[src/rtl/uart_pkg.sv]
// ----------------------------------------------------------------------------
// uart_pkg
//  Shared UART definitions for the TX drain path (and its RX partner):
//  frame geometry constants and the transmitter state encoding.
//  No ports.
// ----------------------------------------------------------------------------
package uart_pkg;

   localparam int   UART_DATA_BITS = 8;
   localparam logic UART_IDLE_LVL  = 1'b1;

   typedef enum logic [2:0] {
      IDLE,
      FETCH,
      LOAD,
      START,
      DATA,
      PARITY,
      STOP
   } tx_state_e;

endpackage

[src/rtl/uart_tx_fifo_drain_if.sv]
// ----------------------------------------------------------------------------
// uart_tx_fifo_drain_if
//  Read-side handshake between the TX byte FIFO and the UART transmitter.
//   fifo_avail : FIFO holds at least one byte
//   fifo_data  : FIFO read data, valid the cycle after fifo_rd_en
//   fifo_rd_en : one-cycle pop strobe
//  Modports:
//   master : transmitter side (issues pops, consumes data)
//   slave  : FIFO side (answers pops)
// ----------------------------------------------------------------------------
interface uart_tx_fifo_drain_if;
   import uart_pkg::*;

   logic                      fifo_avail;
   logic [UART_DATA_BITS-1:0] fifo_data;
   logic                      fifo_rd_en;

   modport master (
      input  fifo_avail,
      input  fifo_data,
      output fifo_rd_en
   );

   modport slave (
      output fifo_avail,
      output fifo_data,
      input  fifo_rd_en
   );

endinterface

[src/rtl/uart_tx_fifo_drain_baud_gen.sv]
// ----------------------------------------------------------------------------
// uart_baud_gen
//  Bit-period counter shared by the UART TX and RX paths. Counts
//  0..CLKS_PER_BIT-1 while enabled and wraps; restart forces it back to 0 so
//  every frame starts on a fresh bit boundary.
//  Ports:
//   clk, reset : clock, asynchronous active-low reset
//   restart    : synchronous clear (wins over en)
//   en         : count enable
//   cnt        : current position inside the bit period
//   bit_end    : high on the last clk of a bit period while enabled
// ----------------------------------------------------------------------------
module uart_baud_gen #(
   parameter  int CLKS_PER_BIT = 16,
   localparam int CNT_W        = $clog2(CLKS_PER_BIT)
) (
   input  logic             clk,
   input  logic             reset,
   input  logic             restart,
   input  logic             en,
   output logic [CNT_W-1:0] cnt,
   output logic             bit_end
);

   localparam logic [CNT_W-1:0] CNT_LAST = CNT_W'(CLKS_PER_BIT - 1);

   // NOTE: state flops use non-blocking assignments so every flop samples
   // pre-edge values, independent of statement order.
   always_ff @(posedge clk or negedge reset) begin
      if (!reset) begin
         cnt <= '0;
      end else if (restart) begin
         cnt <= '0;
      end else if (en) begin
         cnt <= (cnt == CNT_LAST) ? '0 : cnt + 1'b1;
      end
   end

   assign bit_end = en && (cnt == CNT_LAST);

endmodule

[src/rtl/uart_tx_fifo_drain.sv]
// ----------------------------------------------------------------------------
// uart_tx_fifo_drain
//  UART transmitter that drains a registered-read byte FIFO and serialises
//  each byte as 8N1, or 8E1/8O1 when the parity option is built in.
//  Frame: start(0), 8 data bits LSB first, [parity], STOP_BITS stop bits (1).
//  Build option: define UART_TX_PARITY_EN to insert the parity bit
//  (even when PARITY_ODD=0, odd when PARITY_ODD=1).
//  Ports:
//   clk     : clock, all state on rising edge
//   reset   : asynchronous active-low reset
//   fifo    : FIFO read handshake (master side)
//   tx      : serial line, idle high, driven from a flop
//   busy    : high from FETCH through the end of the last stop bit
//   tx_done : one-clk pulse on the last clk of the final stop bit
// ----------------------------------------------------------------------------
module uart_tx_fifo_drain
   import uart_pkg::*;
#(
   parameter int CLKS_PER_BIT = 16,
   parameter int STOP_BITS    = 1,
   parameter int PARITY_ODD   = 0
) (
   input  logic                        clk,
   input  logic                        reset,
   uart_tx_fifo_drain_if.master        fifo,
   output logic                        tx,
   output logic                        busy,
   output logic                        tx_done
);

   localparam int               CNT_W       = $clog2(CLKS_PER_BIT);
   localparam logic [CNT_W-1:0] CNT_PRELAST = CNT_W'(CLKS_PER_BIT - 2);
   localparam logic [2:0]       LAST_DATA   = 3'(UART_DATA_BITS - 1);
   localparam logic [2:0]       LAST_STOP   = 3'(STOP_BITS - 1);

   tx_state_e                 state;
   logic [UART_DATA_BITS-1:0] shift_reg;
   logic [2:0]                bit_cnt;     // data bit index, then stop bit index
   logic [CNT_W-1:0]          baud_cnt;
   logic                      bit_end;
   logic                      baud_restart;
   logic                      baud_en;
   logic                      last_stop;

`ifdef UART_TX_PARITY_EN
   logic parity_bit;                       // captured with the byte in LOAD
`else
   logic unused_parity_cfg;
   assign unused_parity_cfg = 1'(PARITY_ODD);
`endif

   assign baud_restart = (state == LOAD);
   assign baud_en      = (state inside {START, DATA, PARITY, STOP});
   assign last_stop    = (state == STOP) && (bit_cnt == LAST_STOP);

   uart_baud_gen #(
      .CLKS_PER_BIT (CLKS_PER_BIT)
   ) u_baud_gen (
      .clk     (clk),
      .reset   (reset),
      .restart (baud_restart),
      .en      (baud_en),
      .cnt     (baud_cnt),
      .bit_end (bit_end)
   );

   // tx, busy, fifo_rd_en and tx_done are all registered: each is assigned
   // the value it must hold in the state being entered.
   always_ff @(posedge clk or negedge reset) begin
      if (!reset) begin
         state           <= IDLE;
         tx              <= UART_IDLE_LVL;
         busy            <= 1'b0;
         tx_done         <= 1'b0;
         fifo.fifo_rd_en <= 1'b0;
         shift_reg       <= '0;
         bit_cnt         <= '0;
`ifdef UART_TX_PARITY_EN
         parity_bit      <= 1'b0;
`endif
      end else begin
         // Strobes default low so they can only ever last one clk.
         fifo.fifo_rd_en <= 1'b0;
         tx_done         <= 1'b0;

         case (state)
            IDLE: begin
               tx   <= UART_IDLE_LVL;
               busy <= 1'b0;
               if (fifo.fifo_avail) begin
                  fifo.fifo_rd_en <= 1'b1;
                  busy            <= 1'b1;
                  state           <= FETCH;
               end
            end

            // Pop is in flight; the FIFO presents data after this edge.
            FETCH: state <= LOAD;

            LOAD: begin
               shift_reg  <= fifo.fifo_data;
               bit_cnt    <= '0;
`ifdef UART_TX_PARITY_EN
               parity_bit <= (^fifo.fifo_data) ^ 1'(PARITY_ODD);
`endif
               tx         <= 1'b0;
               state      <= START;
            end

            START: begin
               if (bit_end) begin
                  tx    <= shift_reg[0];
                  state <= DATA;
               end
            end

            DATA: begin
               if (bit_end) begin
                  shift_reg <= shift_reg >> 1;
                  if (bit_cnt == LAST_DATA) begin
                     bit_cnt <= '0;
`ifdef UART_TX_PARITY_EN
                     tx      <= parity_bit;
                     state   <= PARITY;
`else
                     tx      <= UART_IDLE_LVL;
                     state   <= STOP;
`endif
                  end else begin
                     bit_cnt <= bit_cnt + 1'b1;
                     tx      <= shift_reg[1];   // next LSB after the shift
                  end
               end
            end

`ifdef UART_TX_PARITY_EN
            PARITY: begin
               if (bit_end) begin
                  tx    <= UART_IDLE_LVL;
                  state <= STOP;
               end
            end
`endif

            STOP: begin
               // One-clk lookahead so the registered pulse lands on the
               // final clk of the last stop bit.
               if (last_stop && (baud_cnt == CNT_PRELAST)) begin
                  tx_done <= 1'b1;
               end
               if (bit_end) begin
                  if (last_stop) begin
                     bit_cnt <= '0;
                     if (fifo.fifo_avail) begin
                        fifo.fifo_rd_en <= 1'b1;
                        state           <= FETCH;
                     end else begin
                        busy  <= 1'b0;
                        state <= IDLE;
                     end
                  end else begin
                     bit_cnt <= bit_cnt + 1'b1;
                  end
               end
            end

            default: begin
               tx    <= UART_IDLE_LVL;
               busy  <= 1'b0;
               state <= IDLE;
            end
         endcase
      end
   end

endmodule

[src/flat_wrapper.sv]
// flat-port wrapper written by rule: the top's interface ports become plain ports
module uart_tx_fifo_drain_flat import uart_pkg::*;
#(
   parameter int CLKS_PER_BIT = 16,
   parameter int STOP_BITS    = 1,
   parameter int PARITY_ODD   = 0
)
  (clk, reset, tx, busy, tx_done, fifo_fifo_avail, fifo_fifo_data, fifo_fifo_rd_en);
  uart_tx_fifo_drain_if fifo_i ();
  input  logic clk;
  input  logic reset;
  output logic tx;
  output logic busy;
  output logic tx_done;
  input wire logic [$bits(fifo_i.fifo_avail)-1:0] fifo_fifo_avail;
  input wire logic [$bits(fifo_i.fifo_data)-1:0] fifo_fifo_data;
  output wire logic [$bits(fifo_i.fifo_rd_en)-1:0] fifo_fifo_rd_en;
  assign fifo_i.fifo_avail = fifo_fifo_avail;
  assign fifo_i.fifo_data = fifo_fifo_data;
  assign fifo_fifo_rd_en = fifo_i.fifo_rd_en;
  uart_tx_fifo_drain #(.CLKS_PER_BIT(CLKS_PER_BIT), .STOP_BITS(STOP_BITS), .PARITY_ODD(PARITY_ODD)) u_core (.clk(clk), .reset(reset), .fifo(fifo_i), .tx(tx), .busy(busy), .tx_done(tx_done));
endmodule
[config.mk]
export PLATFORM = sky130hd
export DESIGN_NAME = uart_tx_fifo_drain_flat
export DESIGN_NICKNAME = d
export VERILOG_FILES = /design/src/rtl/uart_pkg.sv /design/src/rtl/uart_tx_fifo_drain_if.sv /design/src/rtl/uart_tx_fifo_drain_baud_gen.sv /design/src/rtl/uart_tx_fifo_drain.sv /design/src/flat_wrapper.sv
export SDC_FILE = /design/constraint.sdc
export NUM_CORES = 1
export LEC_CHECK = 0
export CAP_MARGIN = 20
export CORE_UTILIZATION = 59
export DETAILED_ROUTE_END_ITERATION = 6
export PLACE_DENSITY = 0.92
export SKIP_LAST_GASP = 1
export SLEW_MARGIN = 20
export SYNTH_ARGS = -nofsm -noshare
export SYNTH_HDL_FRONTEND = slang
export SYNTH_SLANG_ARGS = --single-unit
[constraint.sdc]
create_clock -name clk -period 4.15 [get_ports clk]
set_clock_uncertainty 0.1 [all_clocks]
set_input_delay 1.245 -clock clk [delete_from_list [all_inputs] [get_ports clk]]
set_output_delay 1.245 -clock clk [all_outputs]
set_load 0.01 [all_outputs]
* Word-level counts from Yosys, hierarchy flattened
Cells that the tools add are included.
** Storage, ports and cells
- Bits in latches :: 0
- Bits in read-only memories :: 0
- RAM bits :: 0
- Input port bits :: 11
- Register bits :: 22
- Output and inout bits :: 4
- Word-level logic and storage cells :: 76
- Memories kept :: 0
** Operators by class
- Add/subtract/negate cells :: 2
- Bitwise operators :: 2
- Divide/modulo/power cells :: 0
- Order comparisons :: 0
- Muxes and demuxes :: 32
- Equal/unequal tests :: 16
- $mul :: 0
- Shifts and indexed selects :: 0
- Reductions and logical operators :: 16
** Operators by type and width (count)
- 3-bit 2-to-1 mux :: 10
- 3-bit one-hot mux with 6 select lines :: 1
- 8-bit one-hot mux with 2 select lines :: 1
- 3-bit equality test, second input constant :: 4
- 1-bit 2-to-1 mux :: 12
- 4-bit 2-to-1 mux :: 3
- 3-bit one-hot mux with 3 select lines :: 1
- 4-bit equality test, second input constant :: 2
- 8-bit 2-to-1 mux :: 1
- 2-bit by 1-bit != test with 1-bit output, second input constant :: 4
- 3-bit by 2-bit equality test with 1-bit output, second input constant :: 2
- 3-bit zero test :: 2
- 2-bit != test, second input constant :: 3
- 3-bit AND reduction :: 2
- 6-bit AND reduction :: 1
- 4-bit by 1-bit adder with 4-bit output, second input constant :: 1
- 1-bit one-hot mux with 4 select lines :: 1
- 4-bit AND reduction :: 1
- 2-bit nonzero test :: 2
- 4-bit nonzero test :: 1
- 4-bit OR reduction :: 1
- 3-bit by 1-bit adder with 3-bit output, second input constant :: 1
- 3-bit by 1-bit equality test with 1-bit output, second input constant :: 1
- 1-bit logical AND :: 3
- 6 further kinds :: 7

* Longest topological paths before layout
- Word-level depth :: 5
- Depth in mapped cells :: 7
- Gate-level depth less buffers :: 6

* Modules after synthesis
A second synthesis with hierarchy kept.
** Unflattened totals
- Cell total of the unflattened synthesis :: 131
- Area, all modules :: 1249.9 µm²
** Modules (own cells, without submodules)
- uart_tx_fifo_drain :: cells an instance 109, area each 1044.8 µm², seq. area each 451.7 µm², times used 1
- uart_baud_gen :: cells an instance 22, area each 205.2 µm², seq. area each 100.1 µm², times used 1

* Least setup slack after synthesis
Ideal clock, no wire load.
- Path kind :: register to output
- From :: register u_core.tx
- To :: output tx
- Data required time :: 2.805 ns
- Buffers on the path :: 0
- Setup slack :: 2.268 ns
- Stages on the path, launching flop included :: 1
- Arrival :: 0.537 ns
- Path through :: dfstp_2
** RTL lines
- start: declaration :: line uart_tx_fifo_drain.sv:26 : output logic tx,
- start signal: assignment :: line uart_tx_fifo_drain.sv:112 : tx <= shift_reg[0];
- start signal: assignment :: line uart_tx_fifo_drain.sv:131 : tx <= shift_reg[1];
- end: declaration :: line flat_wrapper.sv:12 : output logic tx;
No word-level cell between the ends.

* Worst setup path in the final report
- From :: register u_core.tx
- To :: output tx
No word-level cell between the ends.

==> out/qor.txt <==
clock tree buffer depth: 2
Cell variety after synth: 46
Synth Net Count: 156
internal power: 513 µW
Area growth, synth to finish: 10.4%
first-pass GRT wire length: 4550 µm
Hold Path Class: reg -> reg
power share of the combinational group: 39.5%
1st-iter DRT viols: 24
crit share post-route: 66.1%
Hold Fails Final Rpt: 0
Clock transition at path regs: 0.13 ns
multi-input logic area: 693 µm²
crit path time final: 2.74 ns
overall routing resource usage: 23.5%
max_slew headroom: 35.9%
synth warn: 0
share of the synthesized area in the top cell type: 39.2%
CTS tree: built
LEAKAGE: 0.000606 µW
gr busiest metal: met2
Horiz. Die Dim: 49.7 µm
Post-CTS Setup Repair Bufs: 0
starting density of the core: 65.7%
overall power: 861 µW
H-tree Lvls: 1
met2 Track Usage GR: 41.4%
Seq cells post-synth: 22
CTS sink cnt: 22
outcome: finished, final reports clean
clock latency on the worst-skew pair: 0.31 ns
# hold bufs at CTS: 0
max FFs per register: 8
CP max FO: 3
WP data required: 2.80 ns
Worst VDD drop: 0.398 mV
placed inst area: 0.00145 mm²
most frequent cells in the layout: 21 x dfrtp_1, 15 x nand2_1, 14 x clkdlybuf4s50_1
Cell Chain, Critical Path: clkdlybuf4s50_1
Residual DRC: 0
IO Port Bufs: 14
DR pass1 iterations: 4
Fmax: 364 MHz
die area: 0.00247 mm²
Worst-Margin Slew: 0.958 ns
Worst Path Buf+Inv: 1
drt wl/cell: 14.6 µm
Vias: 1117
core area: 0.00204 mm²
I/O pin cnt: 15
clock power share: 13.9%
synth top area cells: dfrtp_1 39%, mux2i_1 5.2%, ha_1 4.7%
Antenna Nets Post-Route: 0
post-CTS resize count: 0
Sw Ratio: 40.4%
Slew Limit Fails: 0
commonest non-fill, non-tap cell in the layout: dfrtp_1
drt total wl: 2580 µm
antenna cells: 0
routed vias/inst: 6.35
number of global-route vias before repair: 1094
Global Route met1 Usage: 29.7%
Syn Inst Count: 140
initial antenna violation count: 0
fin nets: 166
max_cap viols: 0
CTS Buf Count: 3
Arrival @ worst endpoint: 1.40 ns
Die H: 49.7 µm
total power per unit cell area: 581 mW/mm²
root buffer cell: clkbuf_4
register area share after synthesis: 41.1%
final instance area: 0.00148 mm²
Hold WS: 0.400 ns
Setup violations, final: 0
worst stage delay on the critical path: 0.56 ns
area leader, netlist: dfrtp_1
ratio of cells with drive above 1 in the final layout: 10.1%
filler cell count: 156
largest net degree at the start of global routing: 23
unrepaired setup endpoints after global routing: no
Rows: 16
Slowest-stage cell, CP: dfstp_2
Setup CP Type: reg -> out
kind of cell adding the most delay to the critical path: flip-flops
TNS Setup: 0 ns
GRT met3 Usage: 3.70%
Startpoint Class: register
GP Congestion: 0.872
sequential share of power: 46.6%
Storage cell area: 552 µm²
P_sw: 348 µW
Overflow after GRT: 0
hpwl dp: 1770 µm
synthesized area: 0.00134 mm²
Setup crit end kind: primary output
mean area per synthesized cell: 9.58 µm²
-- worst paths after layout --
kind | startpoint | endpoint | slack [ns] | depth (start not counted)
min in group asynchronous | reset | u_core.state[1] | 1.35 | 1
min reg2reg | u_core.shift_reg[4] | u_core.shift_reg[4] | 0.40 | 2
max reg2reg | u_core.state[1] | u_core.shift_reg[4] | 2.19 | 4
max | u_core.tx | tx | 1.41 | 1
min | u_core.shift_reg[4] | u_core.shift_reg[4] | 0.40 | 2
max in group asynchronous | reset | u_core.u_baud_gen.cnt[3] | 2.01 | 1
-- tightest hold or removal path: stages, from the launching register on --
cell and delay, ns:
dfrtp_1 0.37, nand2_1 0.06, o21ai_2 0.05
-- power by group through the flow --
stage	registers [µW]	logic, µW	clock network, µW
final	402	340	119
after CTS	399	341	121
after floorplan	353	314	0
after global placement	396	322	0
after global routing	419	392	127
after detailed placement	403	339	0
-- synth_stat cells, drive strengths merged --
master / n
a2bb2oi: 1
a221oi: 1
nand3b: 1
o32ai: 1
or4: 1
nor3: 3
a32oi: 2
clkbuf: 1
o22ai: 4
buf: 8
a31oi: 1
inv: 7
ha: 5
nand2: 15
dfstp: 1
dfrtp: 21
nand3: 4
xnor2: 1
o31ai: 1
a21o: 1
a21oi: 9
o211ai: 1
o311a: 1
and3: 1
nor2b: 1
nor2: 9
and4b: 1
nand2b: 1
nor3b: 1
a32o: 1
a2111oi: 1
nor4: 1
a211oi: 5
and2b: 2
o21ai: 17
mux2i: 7
o221ai: 1
-- metal layers --
metal	wire, µm	vias to the layer above
li1	-	531
met2	1270	52
met4	17	0
met1	1130	530
met3	162	4
met5	0	-
-- cell type report --
class                      instances  area share, %
multi-input combinational        102           46.8
sequential                        22           37.2
timing repair buffer              14           9.46
clock buffer                       4           2.45
tap                               27           2.28
inverter                           7           1.77
-- metrics by stage --
step | setup WS [ns] | utilization (%) | instances
2_1_floorplan | 2.27 | - | 140
3_3_place_gp | 1.63 | 70.8 | 172
3_5_place_dp | 1.59 | 70.8 | 172
4_1_cts | 1.40 | 72.5 | 176
5_1_grt | 1.37 | 72.5 | 176
6_report | 1.41 | 72.5 | 176
-- cells by family (layout without fill, tap and decap cells) --
family          Yosys count  in the layout  share of synthesized area [%]
mux                       7              7                           5.22
xor+xnor                  1              1                          0.653
fa+ha+maj                 5              5                           4.66
buf+inv                  16             25                           7.18
simple gates             41             41                           15.9
flops                    22             22                           41.1
compound gates           48             48                           25.3
No activity file was read; power rests on OpenSTA's default activity.
